--- src/rtl/ipv4_csum_ttl_update.sv ---
// ipv4_csum_ttl_update
//   Header-checksum stage for the router output-port-lookup pipeline.
//   Incoming AXI4-Stream beats are buffered in a small FIFO. When a packet's
//   first beat reaches the FIFO head, the upstream 32-bit partial header sums
//   and the low destination-IP word are sampled, added, and folded to a
//   16-bit one's-complement result over two cycles. The header beat is then
//   presented with TUSER flags (bad checksum / TTL expired) or, for a good
//   live packet, with TTL decremented and the checksum patched incrementally.
//   The remaining beats pass through unchanged.
//
// Ports
//   AXI_ACLK, AXI_RESETN      clock, asynchronous active-low reset
//   S_AXIS_*                  input stream (TREADY = FIFO not nearly full)
//   M_AXIS_*                  output stream (all zero while TVALID is low)
//   partial_sum_in            NUM_PARTIALS x 32-bit upstream partial sums
//   low_ip_addr_in            low 16 bits of destination IP
//   csum_capture              high in the cycle the sums are sampled
//   csum_final, csum_ok       last folded sum, and whether it was 16'hFFFF
//   bad_csum_count            saturating count of checksum failures
//   ttl_exp_count             saturating count of TTL-expired packets
module ipv4_csum_ttl_update #(
   parameter int C_M_AXIS_DATA_WIDTH  = 256,
   parameter int C_S_AXIS_DATA_WIDTH  = 256,
   parameter int C_M_AXIS_TUSER_WIDTH = 128,
   parameter int C_S_AXIS_TUSER_WIDTH = 128,
   parameter int NUM_PARTIALS         = 2,
   parameter int FIFO_DEPTH_BITS      = 2,
   parameter int DECR_TTL             = 1,
   parameter int TTL_POS              = 72,
   parameter int CSUM_POS             = 48,
   parameter int BAD_CSUM_POS         = 32,
   parameter int TTL_EXP_POS          = 33
) (
   input  logic                              AXI_ACLK,
   input  logic                              AXI_RESETN,
   input  logic [C_S_AXIS_DATA_WIDTH-1:0]    S_AXIS_TDATA,
   input  logic [C_S_AXIS_DATA_WIDTH/8-1:0]  S_AXIS_TSTRB,
   input  logic [C_S_AXIS_TUSER_WIDTH-1:0]   S_AXIS_TUSER,
   input  logic                              S_AXIS_TVALID,
   output logic                              S_AXIS_TREADY,
   input  logic                              S_AXIS_TLAST,
   output logic [C_M_AXIS_DATA_WIDTH-1:0]    M_AXIS_TDATA,
   output logic [C_M_AXIS_DATA_WIDTH/8-1:0]  M_AXIS_TSTRB,
   output logic [C_M_AXIS_TUSER_WIDTH-1:0]   M_AXIS_TUSER,
   output logic                              M_AXIS_TVALID,
   input  logic                              M_AXIS_TREADY,
   output logic                              M_AXIS_TLAST,
   input  logic [32*NUM_PARTIALS-1:0]        partial_sum_in,
   input  logic [15:0]                       low_ip_addr_in,
   output logic                              csum_capture,
   output logic [15:0]                       csum_final,
   output logic                              csum_ok,
   output logic [31:0]                       bad_csum_count,
   output logic [31:0]                       ttl_exp_count
);

   localparam int DW    = C_M_AXIS_DATA_WIDTH;
   localparam int UW    = C_M_AXIS_TUSER_WIDTH;
   localparam int KW    = DW / 8;
   localparam int SW    = 32 + $clog2(NUM_PARTIALS + 1);
   localparam int DEPTH = 2 ** FIFO_DEPTH_BITS;

   typedef struct packed {
      logic          last;
      logic [UW-1:0] user;
      logic [KW-1:0] strb;
      logic [DW-1:0] data;
   } beat_t;

   typedef enum logic [2:0] {IDLE, FOLD1, FOLD2, HDR, BODY} state_t;

   // ---------------- input FIFO ----------------
   beat_t                      mem [DEPTH];
   logic [FIFO_DEPTH_BITS-1:0] wr_ptr, rd_ptr;
   logic [FIFO_DEPTH_BITS:0]   count;
   logic                       fifo_empty, nearly_full, fifo_wr, fifo_rd;
   beat_t                      head;

   assign fifo_empty    = (count == '0);
   assign nearly_full   = (count >= (FIFO_DEPTH_BITS+1)'(DEPTH - 1));
   // Gated by reset so the port reads 0 while reset is held.
   assign S_AXIS_TREADY = AXI_RESETN & ~nearly_full;
   assign fifo_wr       = S_AXIS_TVALID & S_AXIS_TREADY;
   assign head          = mem[rd_ptr];

   always_ff @(posedge AXI_ACLK) begin
      if (fifo_wr)
         mem[wr_ptr] <= {S_AXIS_TLAST, UW'(S_AXIS_TUSER), KW'(S_AXIS_TSTRB), DW'(S_AXIS_TDATA)};
   end

   always_ff @(posedge AXI_ACLK or negedge AXI_RESETN) begin
      if (!AXI_RESETN) begin
         wr_ptr <= '0;
         rd_ptr <= '0;
         count  <= '0;
      end else begin
         if (fifo_wr) wr_ptr <= wr_ptr + 1'b1;
         if (fifo_rd) rd_ptr <= rd_ptr + 1'b1;
         if (fifo_wr && !fifo_rd)      count <= count + 1'b1;
         else if (!fifo_wr && fifo_rd) count <= count - 1'b1;
      end
   end

   // ---------------- control FSM ----------------
   state_t state, state_nx;
   logic   m_valid;

   always_ff @(posedge AXI_ACLK or negedge AXI_RESETN) begin
      if (!AXI_RESETN) state <= IDLE;
      else             state <= state_nx;
   end

   always_comb begin
      state_nx     = state;
      m_valid      = 1'b0;
      csum_capture = 1'b0;
      case (state)
         // The FIFO only ever holds whole-packet remainders behind the
         // packet being forwarded, so anything at the head in IDLE is a
         // first beat.
         IDLE: if (!fifo_empty) begin
            csum_capture = 1'b1;
            state_nx     = FOLD1;
         end
         FOLD1: state_nx = FOLD2;
         FOLD2: state_nx = HDR;
         HDR: begin
            m_valid = !fifo_empty;
            if (m_valid && M_AXIS_TREADY)
               state_nx = head.last ? IDLE : BODY;
         end
         BODY: begin
            m_valid = !fifo_empty;
            if (m_valid && M_AXIS_TREADY && head.last)
               state_nx = IDLE;
         end
         default: state_nx = IDLE;
      endcase
   end

   assign fifo_rd = m_valid & M_AXIS_TREADY;

   // ---------------- checksum folding ----------------
   logic [SW-1:0]  psum, s_reg;
   logic [SW-16:0] s1_reg;
   logic [16:0]    s2;
   logic [15:0]    fold;

   always_comb begin
      psum = SW'(low_ip_addr_in);
      for (int i = 0; i < NUM_PARTIALS; i++)
         psum = psum + SW'(partial_sum_in[32*i +: 32]);
   end

   // Two folds bound any carry to one bit; the last add of that bit cannot
   // overflow because a set carry implies a small low half.
   assign s2   = 17'(s1_reg[15:0]) + 17'(s1_reg[SW-16:16]);
   assign fold = s2[15:0] + {15'd0, s2[16]};

   // ---------------- header patch ----------------
   logic [7:0]  ttl;
   logic [15:0] hc, hc_new;
   logic [16:0] hc_inc;
   logic        ttl_exp, hdr_hs;
   beat_t       out_beat;

   assign ttl     = head.data[TTL_POS +: 8];
   assign hc      = head.data[CSUM_POS +: 16];
   assign ttl_exp = (ttl <= 8'd1);
   // TTL sits in the high byte of its header word, so TTL-1 lowers the
   // one's-complement sum by 0x0100 and the stored checksum rises by 0x0100.
   assign hc_inc  = {1'b0, hc} + 17'h00100;
   assign hc_new  = hc_inc[15:0] + {15'd0, hc_inc[16]};
   assign hdr_hs  = (state == HDR) && m_valid && M_AXIS_TREADY;

   always_comb begin
      out_beat = head;
      if (state == HDR) begin
         if (!csum_ok)
            out_beat.user[BAD_CSUM_POS] = 1'b1;
         else if (ttl_exp)
            out_beat.user[TTL_EXP_POS] = 1'b1;
         else if (DECR_TTL != 0) begin
            out_beat.data[TTL_POS +: 8]   = ttl - 8'd1;
            out_beat.data[CSUM_POS +: 16] = hc_new;
         end
      end
   end

   // Outputs are forced to zero when not valid so reset shows all-zero ports.
   assign M_AXIS_TVALID = m_valid;
   assign M_AXIS_TDATA  = m_valid ? out_beat.data : '0;
   assign M_AXIS_TSTRB  = m_valid ? out_beat.strb : '0;
   assign M_AXIS_TUSER  = m_valid ? out_beat.user : '0;
   assign M_AXIS_TLAST  = m_valid & out_beat.last;

   // ---------------- result registers and counters ----------------
   always_ff @(posedge AXI_ACLK or negedge AXI_RESETN) begin
      if (!AXI_RESETN) begin
         s_reg          <= '0;
         s1_reg         <= '0;
         csum_final     <= '0;
         csum_ok        <= 1'b0;
         bad_csum_count <= '0;
         ttl_exp_count  <= '0;
      end else begin
         if (csum_capture)
            s_reg <= psum;
         if (state == FOLD1)
            s1_reg <= (SW-15)'(s_reg[15:0]) + (SW-15)'(s_reg[SW-1:16]);
         if (state == FOLD2) begin
            csum_final <= fold;
            csum_ok    <= (fold == 16'hFFFF);
         end
         if (hdr_hs) begin
            if (!csum_ok) begin
               if (bad_csum_count != 32'hFFFF_FFFF) bad_csum_count <= bad_csum_count + 32'd1;
            end else if (ttl_exp) begin
               if (ttl_exp_count != 32'hFFFF_FFFF) ttl_exp_count <= ttl_exp_count + 32'd1;
            end
         end
      end
   end

endmodule

--- config.mk ---
export PLATFORM = sky130hd
export DESIGN_NAME = ipv4_csum_ttl_update
export DESIGN_NICKNAME = d
export VERILOG_FILES = /design/src/rtl/ipv4_csum_ttl_update.sv
export SDC_FILE = /design/constraint.sdc
export NUM_CORES = 2
export LEC_CHECK = 0
export BUFFER_PORTS_ARGS = -buffer_cell sky130_fd_sc_hd__buf_2
export CAP_MARGIN = 20
export CORE_ASPECT_RATIO = 1.25
export CORE_MARGIN = 2
export CORE_UTILIZATION = 30
export CTS_BUF_LIST = sky130_fd_sc_hd__clkbuf_8 sky130_fd_sc_hd__clkbuf_16
export DETAILED_ROUTE_END_ITERATION = 6
export HOLD_SLACK_MARGIN = 0.03
export PLACE_DENSITY = 0.49
export SLEW_MARGIN = 20
export SYNTH_ARGS = -nofsm -noshare
export SYNTH_HDL_FRONTEND = slang
export SYNTH_SLANG_ARGS = --single-unit
--- constraint.sdc ---
create_clock -name AXI_ACLK -period 20.3 [get_ports AXI_ACLK]
set_input_delay 4.06 -clock AXI_ACLK [delete_from_list [all_inputs] [get_ports AXI_ACLK]]
set_output_delay 4.06 -clock AXI_ACLK [all_outputs]
set_load 0.05 [all_outputs]
---- Yosys cells after proc, flatten, opt, wreduce, memory -nomap -nowiden ----
Memory sizes are Yosys's and may differ from the RTL's.
Index checks and enable logic that the tools add are counted.
word-level totals
  bits in registers ....................... 144
  bits in writable memories ............... 1668
  output and inout port bits .............. 501
  logic and storage cells ................. 84
  memories kept ........................... 1
memory list
  memory  depth  width  rd ports  clocked after Yosys merged registers in  write ports  line  RTL
  mem     4      417    1         0                                        1            73    beat_t mem [DEPTH];
cells by class
  add/sub/neg operators ................... 14
  $lt $le $gt $ge ......................... 2
  equal/unequal tests ..................... 10
  multiplexer cells ....................... 25
  bitwise gates (word level) .............. 6
  reductions and logical operators ........ 16
operator list
  operator               count
  $mux 256               1
  $mux 128               1
  $add 32x1->32 const B  2
  $ne 32x32->1 const B   2
  $mux 16                3
  $add 33x32->34         1
  $add 16x32->33         1
  $add 16x1->16          2
  $mux 32                1
  $mux 8                 3
  $add 16x18->19         1
  $mux 3                 6
  $add 16x3->17          1
  $add 16x9->17 const B  1
  $eq 16x16->1 const B   1
  $pmux 3 s5             1
  $le 8x1->1 const B     1
  $mux 1                 8
  $sub 8x1->8 const B    1
  $eq 3x2->1 const B     2
  $logic_and 1x1->1      6
  $logic_not 3->1        2
  $ne 2x2->1 const B     3
  $reduce_and 3->1       2
  13 further kinds       20

---- Longest topological paths before layout ----
  word-level depth ........................ 8
  mapped depth ............................ 17

---- Least setup slack after synthesis ----
Ideal clock, no wire load.
  path type ............................... input -> register
  start point ............................. input AXI_RESETN
  end point ............................... memory mem[1][0] (netlist name) (enable)
  library setup time ...................... 0.839 ns
  arrival time ............................ 15.071 ns
  setup slack ............................. 4.390 ns
  stages .................................. 3
  path buffers ............................ 0
  cell sequence ........................... inv_1 > a211oi_1 > and3_1
between the ends
  longest elaborated chain between the ends .. 4
RTL lines
  item                          line  RTL
  from (decl)                   35    input logic AXI_RESETN,
  $and 1x1->1                   82    assign S_AXIS_TREADY = AXI_RESETN & ~nearly_full;
  via S_AXIS_TREADY             40    output logic S_AXIS_TREADY,
  $and 1x1->1                   83    assign fifo_wr = S_AXIS_TVALID & S_AXIS_TREADY;
  $mux 1                        87    if (fifo_wr)
  $mux 1 (not written as such)  88    mem[wr_ptr] <= {S_AXIS_TLAST, UW'(S_AXIS_TUSER), KW'(S_AXIS_TSTRB), DW'(S_AXIS_TDATA)};
  to (decl)                     73
The timed path passes the listed nets, and every way through them passes these cells.

---- Worst setup path after layout ----
  start point ............................. input AXI_RESETN
  end point ............................... output S_AXIS_TREADY
between the ends
  longest elaborated chain between the ends .. 1
RTL lines
  item         line
  $and 1x1->1  82
  to (decl)    40
Every way passes these cells.

==> qor.yml <==
run_status:
  status: "finished clean"
critical_path:
  reg2reg_slack_ns: 14.94
  cp-start-kind: "input pin"
  required_ns: 16.24
  crit_type: "input pin to output pin"
  cp_max_fo: 45
  arrival_ns: 5.80
  r2r_cells: 6
  cp-end-kind: "output pin"
  r2r-start: "count[1]"
  worstReg2RegEnd: "mem[1][163]"
pwr:
  power.leakage_nw: 31.36
  p_per_area_mw_per_mm2: 150.3
  switching_power_w: 0.005263
  p_sw_frac: 0.3999
  power.internal_w: 0.007897
  p_seq_frac: 0.348
  max-vdd-ir-drop_mv: 0.1018
  pwr-share-comb: 0.401
  clock_power_share: 0.251
yosys:
  synthTopCellsByArea: "edfxtp_1, mux4_2, dfrtp_1, and2_1, ha_1"
  syn_inst: 3743
  synth.avg_cell_area_sq_um: 19.45
  postSynth.asyncResetShare: 0.07947
  yosysSeqAreaShare: 0.7375
  synth_simple_gate_area_share: 0.06182
  synth_ff_type: "edfxtp_1"
  synth_top_family_by_area: "multiplexers"
  synth_area_leader_cell: "edfxtp_1"
  synth_compound_area_frac: 0.02079
  synth_edf_count: 1668
  yosysUniqueCellTypes: 75
  ys_warn_count: 0
  synth_fp_nets: 4345
  ys_ff_latch: 1812
  synth_mux_area_frac: 0.1305
  synth_xor_area_frac: 0.01816
  yosysTopAreaCellShare: 0.6880
  synthAdderAreaFrac: 0.01942
  syn_area_sq_mm: 0.07281
timing:
  worst_slew_pin_slew_ns: 1.076
  period_minus_slack_ns: 9.856
  rsz0062_at_grt: "false"
  relSlewSlack: 0.2825
  hold_viol_final: 0
  max_freq_ghz: 0.1015
  setup_viol: 0
  fin_crit_sh: 0.4855
  clock_skew_ns: 0.05002
  drv_slew: 0
  tns_ns: 0
global_route:
  grt_pass1_wl_mm: 285.2
  antenna_found_initial: 123
  grt_max_degree: 158
  grt_pass1_vias: 40080
  grt.overflow.total: 0
  grt_usage: 0.1563
floorplanning:
  die_y_um: 554.8
  ios: 1002
  num_rows: 202
  die_width_um: 444.6
  die_area_sq_mm: 0.2467
  design.core.area_sq_mm: 0.2419
  initial_core_util: 0.3010
clock_network:
  htree_num_levels: 4
  path_clk_slew_ns: 0.06
  numCtsBuffers: 195
  clock-sinks: 1812
  cts_tree: "built"
  clk_latency_ns: 0.86
  postCtsSetupBuffers: 0
  cts_buffer_depth: 4
  root_buffer: "clkbuf_16"
  cts.repair.resized: 0
  cts_hold_buf: 0
cells_and_area:
  largest_reg_flops: 1668
  area_growth_pct: 20.24
  final_common_cell: "edfxtp_1"
  nets: 5425
  layout_common_cells: "edfxtp_1, buf_2, mux4_2, and2_1, clkbuf_16"
  design_area_sq_mm: 0.08754
  drive_gt1_frac: 0.3488
  fill_cells: 22830
detailed_routing:
  drtIter0Drc: 2186
  wirelength_mm: 198.6
  dr.pass1.iters: 7
  route.detailed.drc: 0
  via_count: 38650
  vias_per_cell: 4.732
  ant_nets: 0
  wire_per_inst_um: 24.31
placement:
  gp_congestion: 0.8041
  port_buffers: 1001
  hpwl_mm: 130.2
  dpl_cell_area_sq_mm: 0.08159
hold_path:
  worstHoldPathCells: 2
  min_from: "csum_final[13]"
  hold_path_class: "flop to flop"
  hold_end: "csum_final[13]"
job:
  cap_violations: 0
## stage by stage
step	hold WS, ns	total power [W]	std cells	setup slack (ns)	utilization
final	0.4792	0.01316	8168	10.44	0.3619
after CTS	0.4812	0.01342	8134	10.39	0.3616
after detailed placement	0.4668	0.01006	7788	10.40	0.3373
after global routing	0.5105	0.01378	8147	10.35	0.3617
after floorplan	0.4523	0.008586	3743	4.390	-
after global placement	0.4589	0.01004	7788	10.46	0.3373
## worst max-delay path: stages
cell and delay, ns:
buf_6 0.35, inv_1 0.14, a211oi_1 0.82, buf_2 0.41
## logic make-up (layout without fill, tap and decap cells)
| logic type | Yosys count | in the layout |
|---|---|---|
| buffers and inverters | 208 | 1437 |
| and+or+nand+nor | 801 | 801 |
| adders and majority gates | 101 | 101 |
| DFF | 1812 | 1812 |
| AOI/OAI and AO/OA | 247 | 247 |
| other | 0 | 34 |
| xor gates and xnor gates | 151 | 151 |
| muxes | 423 | 423 |
## power by group through the flow
| stage | clock, W | combinational [W] | sequential [W] |
|---|---|---|---|
| 6_report | 0.00331 | 0.00527 | 0.00458 |
| 5_1_grt | 0.00355 | 0.00562 | 0.00461 |
| 4_1_cts | 0.00342 | 0.00542 | 0.00458 |
| 3_5_place_dp | 0 | 0.00540 | 0.00466 |
| 3_3_place_gp | 0 | 0.00540 | 0.00465 |
| 2_1_floorplan | 0 | 0.00384 | 0.00474 |
## synth_stat cells, drive strengths merged (9+ instances only)
master and instances:
edfxtp 1668, mux4 416, and2 403, dfrtp 144, nand2 141, o21ai 100
clkbuf 98, xnor2 97, ha 81, buf 68, nor2 67, xor2 54
a21oi 51, nand3 47, inv 42, nand4 29, nor3 28, and3 24
fa 20, a21o 18, a211oi 10, nand2b 10, or3 10, o21a 9
o21bai 9
## routing by layer
metal / GRT usage / up-vias / routed length, um / part of all wire
met1: 0.1851 / 19820 / 76780 / 0.39
li1: - / 17070 / - / -
met5: 0 / - / 540 / 0.0027
met3: 0.05752 / 436 / 17340 / 0.087
met2: 0.2623 / 1243 / 97400 / 0.49
met4: 0.05136 / 84 / 6525 / 0.033
## worst max path at each step
stage	to	start	cells after the start	slack [ns]
6_report	S_AXIS_TREADY	AXI_RESETN	4	10.44
5_1_grt	S_AXIS_TREADY	AXI_RESETN	4	10.35
4_1_cts	S_AXIS_TREADY	AXI_RESETN	4	10.39
3_5_place_dp	S_AXIS_TREADY	AXI_RESETN	4	10.40
3_3_place_gp	S_AXIS_TREADY	AXI_RESETN	4	10.46
2_1_floorplan	mem[1][0]	AXI_RESETN	3	4.39
## cell type report
class	count	area (sq um)	share of cell area
clock buffers	198	4943	0.05647
clock inverters	148	922.1	0.01053
inverters	42	165.2	0.001887
repair buffers	1049	5502	0.06284
diodes	34	85.08	0.0009719
flip-flops and latches	1812	53700	0.6134
multi-input cells	1723	18270	0.2087
well taps	3162	3956	0.04519
(Power assumes the default switching activity.)
